==> config.mk <==
export PLATFORM = sky130hd
export DESIGN_NAME = bus_slot_scheduler_flat
export DESIGN_NICKNAME = d
export VERILOG_FILES = /design/src/rtl/bus_slot_scheduler_if.sv /design/src/rtl/bus_slot_scheduler.sv /design/src/flat_wrapper.sv
export SDC_FILE = /design/constraint.sdc
export NUM_CORES = 1
export LEC_CHECK = 0
export CAP_MARGIN = 20
export CORE_UTILIZATION = 42
export CTS_CLUSTER_SIZE = 30
export DETAILED_ROUTE_END_ITERATION = 8
export GPL_ROUTABILITY_DRIVEN = 0
export MAX_ROUTING_LAYER = met4
export PLACE_DENSITY = 0.7
export SETUP_SLACK_MARGIN = 0.15
export SYNTH_ARGS = -nofsm -noshare
export SYNTH_HDL_FRONTEND = slang
export SYNTH_SLANG_ARGS = --single-unit
==> constraint.sdc <==
create_clock -name clock_i -period 1.36 [get_ports clock_i]
set_input_delay 0.136 -clock clock_i [delete_from_list [all_inputs] [get_ports clock_i]]
set_output_delay 0.136 -clock clock_i [all_outputs]
set_load 0.01 [all_outputs]
==> src/rtl/bus_slot_scheduler_if.sv <==
// Bus-slot scheduler signal bundle.
// The master modport is the scheduler itself (it receives CPU/video/host
// status and drives grants and timing). The slave modport is the bus mux /
// requester side (it drives the status lines and observes the grants).
interface bus_slot_scheduler_if #(
  parameter int SLOT_COUNT = 8
);
  logic                          cpu_ready_i;
  logic                          col_80_i;
  logic                          wb_req_i;
  logic [1:0]                    video_grant_o;
  logic                          wb_grant_o;
  logic                          wb_done_o;
  logic                          cpu_be_o;
  logic                          cpu_phi2_o;
  logic                          slot_strobe_o;
  logic [$clog2(SLOT_COUNT)-1:0] slot_o;

  modport master (
    input  cpu_ready_i, col_80_i, wb_req_i,
    output video_grant_o, wb_grant_o, wb_done_o,
    output cpu_be_o, cpu_phi2_o, slot_strobe_o, slot_o
  );

  modport slave (
    output cpu_ready_i, col_80_i, wb_req_i,
    input  video_grant_o, wb_grant_o, wb_done_o,
    input  cpu_be_o, cpu_phi2_o, slot_strobe_o, slot_o
  );
endinterface

==> src/rtl/bus_slot_scheduler.sv <==
// Time-division scheduler for the shared SRAM/Wishbone bus.
// One CPU cycle (frame) is split into SLOT_COUNT slots of SLOT_CYCLES clocks:
//   slot 0        video char fetch
//   slot 1        video glyph fetch when 80-col mode, otherwise host-eligible
//   slots 2..N/2-1 host (Wishbone) eligible
//   upper half    6502 bus (phi2 high) when the CPU cycle is issued
// Optional build macro CPU_STALL_TO_WB_EN: when the CPU cycle is not issued,
// the upper-half slots become host-eligible instead of idling.
module bus_slot_scheduler #(
  parameter int CYCLES_PER_FRAME = 64,
  parameter int SLOT_CYCLES      = 8,
  parameter int SLOT_COUNT       = 8
) (
  input  logic                  clock_i,
  input  logic                  reset_n_i,
  bus_slot_scheduler_if.master  bus
);

  localparam int CNT_W  = $clog2(CYCLES_PER_FRAME);
  localparam int OFF_W  = $clog2(SLOT_CYCLES);
  localparam int SLOT_W = $clog2(SLOT_COUNT);
  localparam logic [SLOT_W-1:0] CPU_FIRST = SLOT_W'(SLOT_COUNT / 2);
  localparam logic [SLOT_W-1:0] GLYPH_SLOT = SLOT_W'(1);

  logic [CNT_W-1:0]  cnt;
  logic              run;
  logic              col80_q;
  logic              issue_q;
  logic              wb_grant_q;

  logic [SLOT_W-1:0] slot;
  logic [OFF_W-1:0]  off;
  logic              strobe;
  logic              last;
  logic              cpu_slot;
  logic              issue_pt;
  logic              issue;
  logic              wb_elig;
  logic              wb_grant;

  // run stays low for the first edge after reset so that clock 0 of the
  // first frame is a full cycle with strobe and video grant visible.
  assign slot     = cnt[CNT_W-1:OFF_W];
  assign off      = cnt[OFF_W-1:0];
  assign strobe   = run && (off == '0);
  assign last     = run && (off == '1);
  assign cpu_slot = (slot >= CPU_FIRST);
  assign issue_pt = strobe && (slot == CPU_FIRST);

  // On the issue clock the ready bit is used live so phi2 covers all of slot
  // 4; for the rest of the CPU half the captured decision is held.
  assign issue = issue_pt ? bus.cpu_ready_i : issue_q;

  // Which slots may be handed to the Wishbone host this frame.
  always_comb begin
    wb_elig = 1'b0;
    if (slot == GLYPH_SLOT) begin
      wb_elig = !col80_q;
    end else if ((slot != '0) && !cpu_slot) begin
      wb_elig = 1'b1;
`ifdef CPU_STALL_TO_WB_EN
    end else if (cpu_slot) begin
      wb_elig = !issue;
`endif
    end
  end

  // Grant decision is made on the strobe clock and then held by wb_grant_q,
  // so a requester dropping wb_req_i mid-slot cannot truncate the transfer.
  assign wb_grant = strobe ? (wb_elig && bus.wb_req_i) : (run && wb_grant_q);

  // Frame counter; wraps naturally because the frame length is a power of 2.
  always_ff @(posedge clock_i or negedge reset_n_i) begin
    if (!reset_n_i) begin
      run <= 1'b0;
      cnt <= '0;
    end else begin
      run <= 1'b1;
      if (run) begin
        cnt <= cnt + 1'b1;
      end
    end
  end

  // Per-frame decisions: 80-col mode, CPU issue, and the held host grant.
  always_ff @(posedge clock_i or negedge reset_n_i) begin
    if (!reset_n_i) begin
      col80_q    <= 1'b0;
      issue_q    <= 1'b0;
      wb_grant_q <= 1'b0;
    end else begin
      if (strobe && (slot == '0)) begin
        col80_q <= bus.col_80_i;
      end
      if (issue_pt) begin
        issue_q <= bus.cpu_ready_i;
      end else if (run && (cnt == '1)) begin
        issue_q <= 1'b0;
      end
      if (strobe) begin
        wb_grant_q <= wb_elig && bus.wb_req_i;
      end else if (last) begin
        wb_grant_q <= 1'b0;
      end
    end
  end

  assign bus.video_grant_o[0] = run && (slot == '0);
  assign bus.video_grant_o[1] = run && (slot == GLYPH_SLOT) && col80_q;
  assign bus.wb_grant_o       = wb_grant;
  assign bus.wb_done_o        = wb_grant && last;
  assign bus.cpu_be_o         = run && cpu_slot && issue;
  assign bus.cpu_phi2_o       = run && cpu_slot && issue;
  assign bus.slot_strobe_o    = strobe;
  assign bus.slot_o           = slot;

endmodule

==> src/flat_wrapper.sv <==
// flat-port wrapper written by rule: the top's interface ports become plain ports
module bus_slot_scheduler_flat 
#(
  parameter int CYCLES_PER_FRAME = 64,
  parameter int SLOT_CYCLES      = 8,
  parameter int SLOT_COUNT       = 8
)
  (clock_i, reset_n_i, bus_cpu_ready_i, bus_col_80_i, bus_wb_req_i, bus_video_grant_o, bus_wb_grant_o, bus_wb_done_o, bus_cpu_be_o, bus_cpu_phi2_o, bus_slot_strobe_o, bus_slot_o);
  bus_slot_scheduler_if #(.SLOT_COUNT(SLOT_COUNT)) bus_i ();
  input  logic clock_i;
  input  logic reset_n_i;
  input wire logic [$bits(bus_i.cpu_ready_i)-1:0] bus_cpu_ready_i;
  input wire logic [$bits(bus_i.col_80_i)-1:0] bus_col_80_i;
  input wire logic [$bits(bus_i.wb_req_i)-1:0] bus_wb_req_i;
  output wire logic [$bits(bus_i.video_grant_o)-1:0] bus_video_grant_o;
  output wire logic [$bits(bus_i.wb_grant_o)-1:0] bus_wb_grant_o;
  output wire logic [$bits(bus_i.wb_done_o)-1:0] bus_wb_done_o;
  output wire logic [$bits(bus_i.cpu_be_o)-1:0] bus_cpu_be_o;
  output wire logic [$bits(bus_i.cpu_phi2_o)-1:0] bus_cpu_phi2_o;
  output wire logic [$bits(bus_i.slot_strobe_o)-1:0] bus_slot_strobe_o;
  output wire logic [$bits(bus_i.slot_o)-1:0] bus_slot_o;
  assign bus_i.cpu_ready_i = bus_cpu_ready_i;
  assign bus_i.col_80_i = bus_col_80_i;
  assign bus_i.wb_req_i = bus_wb_req_i;
  assign bus_video_grant_o = bus_i.video_grant_o;
  assign bus_wb_grant_o = bus_i.wb_grant_o;
  assign bus_wb_done_o = bus_i.wb_done_o;
  assign bus_cpu_be_o = bus_i.cpu_be_o;
  assign bus_cpu_phi2_o = bus_i.cpu_phi2_o;
  assign bus_slot_strobe_o = bus_i.slot_strobe_o;
  assign bus_slot_o = bus_i.slot_o;
  bus_slot_scheduler #(.CYCLES_PER_FRAME(CYCLES_PER_FRAME), .SLOT_CYCLES(SLOT_CYCLES), .SLOT_COUNT(SLOT_COUNT)) u_core (.clock_i(clock_i), .reset_n_i(reset_n_i), .bus(bus_i));
endmodule
==> flow_summary.yaml, run 1 <==
status:
  status: "finished, violations left"
  violations: "setup timing"
finish:
  multi_input_area_um2: 430.4
  final_nets: 111
  num_antenna_cells: 0
  fin_area_mm2: 0.001146
  nFillCells: 67
  regArea_um2: 254.0
  syn_to_final_growth_pct: 89.26
  drive_gt1_share_pct: 68.32
synth:
  yosysSeqAreaShare_pct: 41.32
  synth_seq_cells: 10
  synth_nets: 67
  synth_warnings: 0
  yosysTopAreaCell: "dfrtp_1"
  synthTopCellsByArea: "dfrtp_1, nor4b_4, ha_1"
  synth_area_um2: 605.6
  ys_types: 26
  synthCells: 59
  synth_top_area_share_pct: 41.32
  synthArstFlopShare_pct: 100.0
  syn_area_per_cell_um2: 10.26
  yosysMostFrequentCell: "dfrtp_1"
  synth_common_cells: "dfrtp_1, nand2_1, nor2_1"
  ys.flop_type: "dfrtp_1"
  synth_edf_count: 0
power_and_ir_drop:
  clkPwrFrac_pct: 8.2
  switching_power_w: 0.0009220
  ir_drop_uv: 1408
  pwr-share-comb_pct: 68.1
  p_leak_nw: 0.5127
  swShare_pct: 37.75
  power_density_mw_per_mm2: 2131
  seqPwrFrac_pct: 23.7
  internal-power_w: 0.001520
clocking:
  clockBufferDepth: 2
  cts_tree: "yes"
  numCtsBuffers: 3
  root_buffer: "clkbuf_4"
  cts_sinks: 10
  cts_max_level: 1
  clk_pin_slew_ns: 0.07
  insertion_delay_ns: 0.27
worst_setup_path:
  worst-path-buf-inv: 4
  required_ns: 1.22
  crit_path_max_fanout: 2
  crit_top_cell: "buf_6"
  crit_chain: "buf_4 -> buf_6 -> buf_6 -> ha_4 -> ha_4 -> nand2_4 -> a21oi_4 -> buf_6"
  slowest_stage: "dfrtp_1"
  crit_family: "buffers and inverters"
  cp-end-kind: "primary output"
  worstPathArrival_ns: 1.56
  cp_slowest_stage_delay_ns: 0.38
  crit_path_start_kind: "flop"
  path_class: "flop to primary output"
  cp-startpoint: "u_core.cnt[1]$_DFFE_PN0P_"
  reg2reg_from: "u_core.cnt[4]$_DFFE_PN0P_"
global_routing:
  track_usage_pct: 25.21
  grt_pass1_wl_mm: 2.373
  grt_max_degree: 11
  antenna_found_initial: 0
  grt_overflow_total: 0
  grt_pass1_vias: 537
timing:
  rsz0062_at_grt: "true"
  timing.fmax_mhz: 590.6
  fin_crit_sh_pct: 124.5
  fin_skew_ns: 0.01011
  fin_crit_ns: 1.693
  setup-tns-final_ns: -2.118
  drv_slew: 0
  timing.final.ws_setup_ns: -0.3332
  hold_violations: 0
  setup_viol: 10
flow_run:
  maxCapViolCount: 0
placement:
  placed_area_um2: 930.9
  place_ws_ns: -0.4576
  dp_hpwl_mm: 1.040
  port_buffers: 14
floorplan:
  row_count: 13
  ios: 15
  start_util_pct: 45.96
  core_area_mm2: 0.001318
  die-area_mm2: 0.001598
  die_h_um: 39.97
  die-width_um: 39.97
drt:
  wl_per_cell_um: 16.01
  vias_per_cell: 5.052
  final_antenna_net_count: 0
  postRouteWirelength_mm: 1.857
  post-route-drc-count: 0
  drt_iter0_markers: 7
  firstDrtPassIters: 3
  num_vias: 586
min_path:
  min_path_type: "input port to asynchronous set/reset pin"
-- layout by cell type (no fill, tap or decap), types with 2 or more instances in the layout --
| cell type | netlist | final |
|---|---|---|
| xnor2_1 | 3 | 3 |
| nand4_1 | 2 | 2 |
| a21oi_4 | 0 | 2 |
| ha_4 | 0 | 3 |
| inv_1 | 4 | 2 |
| buf_2 | 2 | 4 |
| buf_6 | 0 | 15 |
| inv_2 | 0 | 2 |
| dfrtp_2 | 0 | 3 |
| nor2_1 | 5 | 2 |
| nor4b_4 | 2 | 2 |
| nand2_1 | 6 | 4 |
| buf_4 | 4 | 19 |
| clkbuf_4 | 0 | 3 |
| nor2_2 | 0 | 3 |
| dfrtp_1 | 10 | 7 |
| clkdlybuf4s50_1 | 0 | 4 |
-- state kept, by name (all words and copies together), names as in the netlist --
signal	count
u_core.issue_q	1
u_core.run	1
u_core.wb_grant_q	1
u_core.col80_q	1
u_core.cnt	6
-- routing by layer --
metal	part of all wire (%)	track usage [%]	wire, um
met1	41	27.72	754
met3	5.2	10.00	96
met5	0	-	0
met2	52	37.90	973
met4	1.7	15.52	32
-- power groups by stage --
stage / registers [W] / logic, W / clock network [W]
3_5_place_dp: 0.000571 / 0.00119 / 0
2_1_floorplan: 0.000573 / 0.000615 / 0
5_1_grt: 0.000591 / 0.00179 / 0.000229
3_3_place_gp: 0.000565 / 0.00117 / 0
6_report: 0.000579 / 0.00166 / 0.000201
4_1_cts: 0.000561 / 0.00142 / 0.000209
-- what timing repair did --
action	CTS	global route
pin swaps	8	8
resized for setup	59	13
hold buffers	0	0
buffers inserted	6	6
setup endpoints to repair	15	15
-- final timing paths --
path | slack, ns | end | cells past startpoint
max reg2reg | -0.20 | u_core.col80_q$_DFFE_PN0P_ | 6
min reg2reg | 0.58 | u_core.wb_grant_q$_DFFE_PN0P_ | 1
max | -0.33 | bus_wb_done_o | 8
min | 0.18 | u_core.col80_q$_DFFE_PN0P_ | 1
max in group asynchronous | 0.82 | u_core.run$_DFF_PN0_ | 1
min in group clock_i | 0.49 | u_core.col80_q$_DFFE_PN0P_ | 2
-- per-stage QoR --
stage | total power (W) | cells | hold slack [ns] | utilization (%)
final | 0.002442 | 116 | 0.1837 | 86.99
after global routing | 0.002607 | 116 | 0.2141 | 86.99
after CTS | 0.002194 | 110 | 0.1925 | 79.30
after detailed placement | 0.001761 | 101 | 0.4885 | 70.66
after global placement | 0.001734 | 101 | 0.4871 | 70.66
after floorplan | 0.001188 | 59 | -0.1596 | -
-- final cells by class --
class                   count  area share [%]
flip-flops and latches     10           22.16
multi-input cells          39           37.55
inverters                   4           1.310
clock buffers               3           1.965
well taps                  15           1.638
repair buffers             45           35.37
-- kinds of logic (layout without fill, tap and decap cells) --
kind of cell / count (synthesis) / in the layout / share of synthesized area, %
multiplexers: 3 / 3 / 5.991
AO/OA/AOI/OAI: 8 / 8 / 8.473
flip-flops: 10 / 10 / 41.32
buffers and inverters: 10 / 52 / 9.090
AND/OR/NAND/NOR: 20 / 20 / 22.52
adder cells (fa/ha/maj): 3 / 3 / 6.199
other: 1 / 1 / 0.6192
XOR/XNOR: 4 / 4 / 5.786
Power figures use the tool's default switching activity.
==> inputs of run 2 (changes only) <==
Settings changed: REMOVE_ABC_BUFFERS set to 1.
==> flow_summary.yaml, run 2 (same netlist as run 1, synthesis figures left out) <==
finish:
  final_cell_mix: "buf_4, buf_6, dfrtp_1, buf_2"
  drive_gt1_share_pct: 64.65
  top_register: "u_core.cnt"
  final_cells: 114
  largest_register_ffs: 6
  final_nets: 108
  final_common_cell: "buf_4"
  fin_area_mm2: 0.001097
  num_antenna_cells: 0
  syn_to_final_growth_pct: 81.20
clocking:
  ctsHoldBuffers: 0
  cts_max_level: 1
  clk_pin_slew_ns: 0.09
  numCtsBuffers: 3
  clockBufferDepth: 2
  cts_tree: "yes"
  cts_sinks: 10
  root_buffer: "clkbuf_4"
  insertion_delay_ns: 0.29
drt:
  final_antenna_net_count: 0
  drt_iter0_markers: 8
  wl_met3_um: 101
  top_layer_used: "met4"
  wl_met1_um: 796
  firstDrtPassIters: 4
  wl_per_cell_um: 18.17
  wl_met2_mm: 1.068
  post-route-drc-count: 0
  postRouteWirelength_mm: 2.071
  vias_per_cell: 5.298
  num_vias: 604
global_routing:
  grt_pass1_wl_mm: 2.263
  grt_max_degree: 11
  track_usage_pct: 23.76
  antenna_found_initial: 0
  grt_pass1_vias: 553
  grt_overflow_total: 0
worst_setup_path:
  crit_path_max_fanout: 5
  cp-end-kind: "primary output"
  reg2reg_setup_slack_ns: -0.19
  path_class: "flop to primary output"
  cp-startpoint: "u_core.cnt[1]$_DFFE_PN0P_"
  regToRegEndpoint: "u_core.col80_q$_DFFE_PN0P_"
  worstPathArrival_ns: 1.57
  required_ns: 1.22
  reg2reg_from: "u_core.cnt[3]$_DFFE_PN0P_"
  crit_path_start_kind: "flop"
  worst_r2r_path_depth: 6
floorplan:
  die-area_mm2: 0.001598
  row_count: 13
  core_area_mm2: 0.001318
  die_h_um: 39.97
  die-width_um: 39.97
  ios: 15
  start_util_pct: 45.96
timing:
  slew_headroom_pct: 66.32
  fin_crit_sh_pct: 125.4
  hold_violations: 0
  holdWs_ns: 0.1740
  rsz0062_at_grt: "true"
  timing.final.ws_setup_ns: -0.3460
  fin_skew_ns: 0.01719
  setup_viol: 11
  drv_slew: 0
  fin_crit_ns: 1.706
  timing.fmax_mhz: 586.2
  worst_pin_slew_ns: 0.5037
status:
  violations: "setup timing"
  status: "finished, violations left"
min_path:
  min_path_type: "input port to asynchronous set/reset pin"
power_and_ir_drop:
  p_leak_nw: 0.5098
  ir_drop_uv: 1403
  power_density_mw_per_mm2: 2292
placement:
  port_buffers: 14
  dp.cells: 96
  dp_hpwl_um: 980.5
  placed_area_um2: 829.5
flow_run:
  maxCapViolCount: 0
-- run 2: changes by cell type in the layout (fill, tap and decap cells not counted), moves of 2 or more --
cell | before | now
a21oi_4 | 2 | 0
xnor2_1 | 3 | 1
buf_2 | 4 | 6
nor2_2 | 3 | 0
buf_4 | 19 | 17
a21oi_2 | 0 | 2
nor2_1 | 2 | 4
xnor2_2 | 0 | 2
-- run 2: worst max-delay path by stage --
stage                                       to  slack (ns)  cells after the start
floorplan           u_core.col80_q$_DFFE_PN0P_       -0.02                      3
global placement                bus_wb_grant_o       -0.39                      6
detailed placement               bus_wb_done_o       -0.43                      6
CTS                             bus_cpu_phi2_o       -0.30                      6
global route                    bus_wb_grant_o       -0.41                      6
finish                          bus_wb_grant_o       -0.35                      6
-- run 2: metrics by stage --
| step | util, % | setup WS, ns | power (W) | TNS, ns |
|---|---|---|---|---|
| global route | 83.29 | -0.4142 | 0.002626 | -2.815 |
| finish | 83.29 | -0.3460 | 0.002515 | -2.208 |
| detailed placement | 62.96 | -0.4291 | 0.001536 | -2.340 |
| CTS | 76.26 | -0.2969 | 0.002176 | -1.743 |
| floorplan | - | -0.01901 | 0.001010 | -0.03413 |
| global placement | 62.96 | -0.3942 | 0.001510 | -2.173 |
-- run 2: per-layer routing --
metal	track usage (%)	vias to the layer above
li1	-	279
met1	24.91	288
met2	39.92	26
met3	5.000	11
met4	15.52	0
met5	-	-
-- run 2: cell type report --
type,instances,area (um^2)
multi-input cells,39,410.4
inverters,4,15.01
flip-flops and latches,10,252.7
well taps,15,18.77
clock buffers,4,36.28
fillers,63,220.2
repair buffers,42,364.1
-- run 2: worst max-delay path, stage by stage, from the launching register on --
cell,delay (ns)
dfrtp_1,0.41
inv_2,0.09
ha_4,0.12
and2b_2,0.22
o2111ai_4,0.15
a21oi_2,0.17
buf_2,0.14
-- run 2: power breakdown --
group | internal (W) | switching [W] | leakage (nW)
Sequential | 0.000430 | 0.000152 | 0.116
Combinational | 0.000956 | 0.000681 | 0.372
Clock | 0.000163 | 0.000132 | 0.0210
Total | 0.00155 | 0.000965 | 0.510
-- run 2: repair_timing --
| item | CTS | global route |
|---|---|---|
| gates resized for setup | 64 | 13 |
| pin swaps | 10 | 7 |
| endpoints found under the setup margin | 14 | 15 |
| buffers inserted | 10 | 4 |
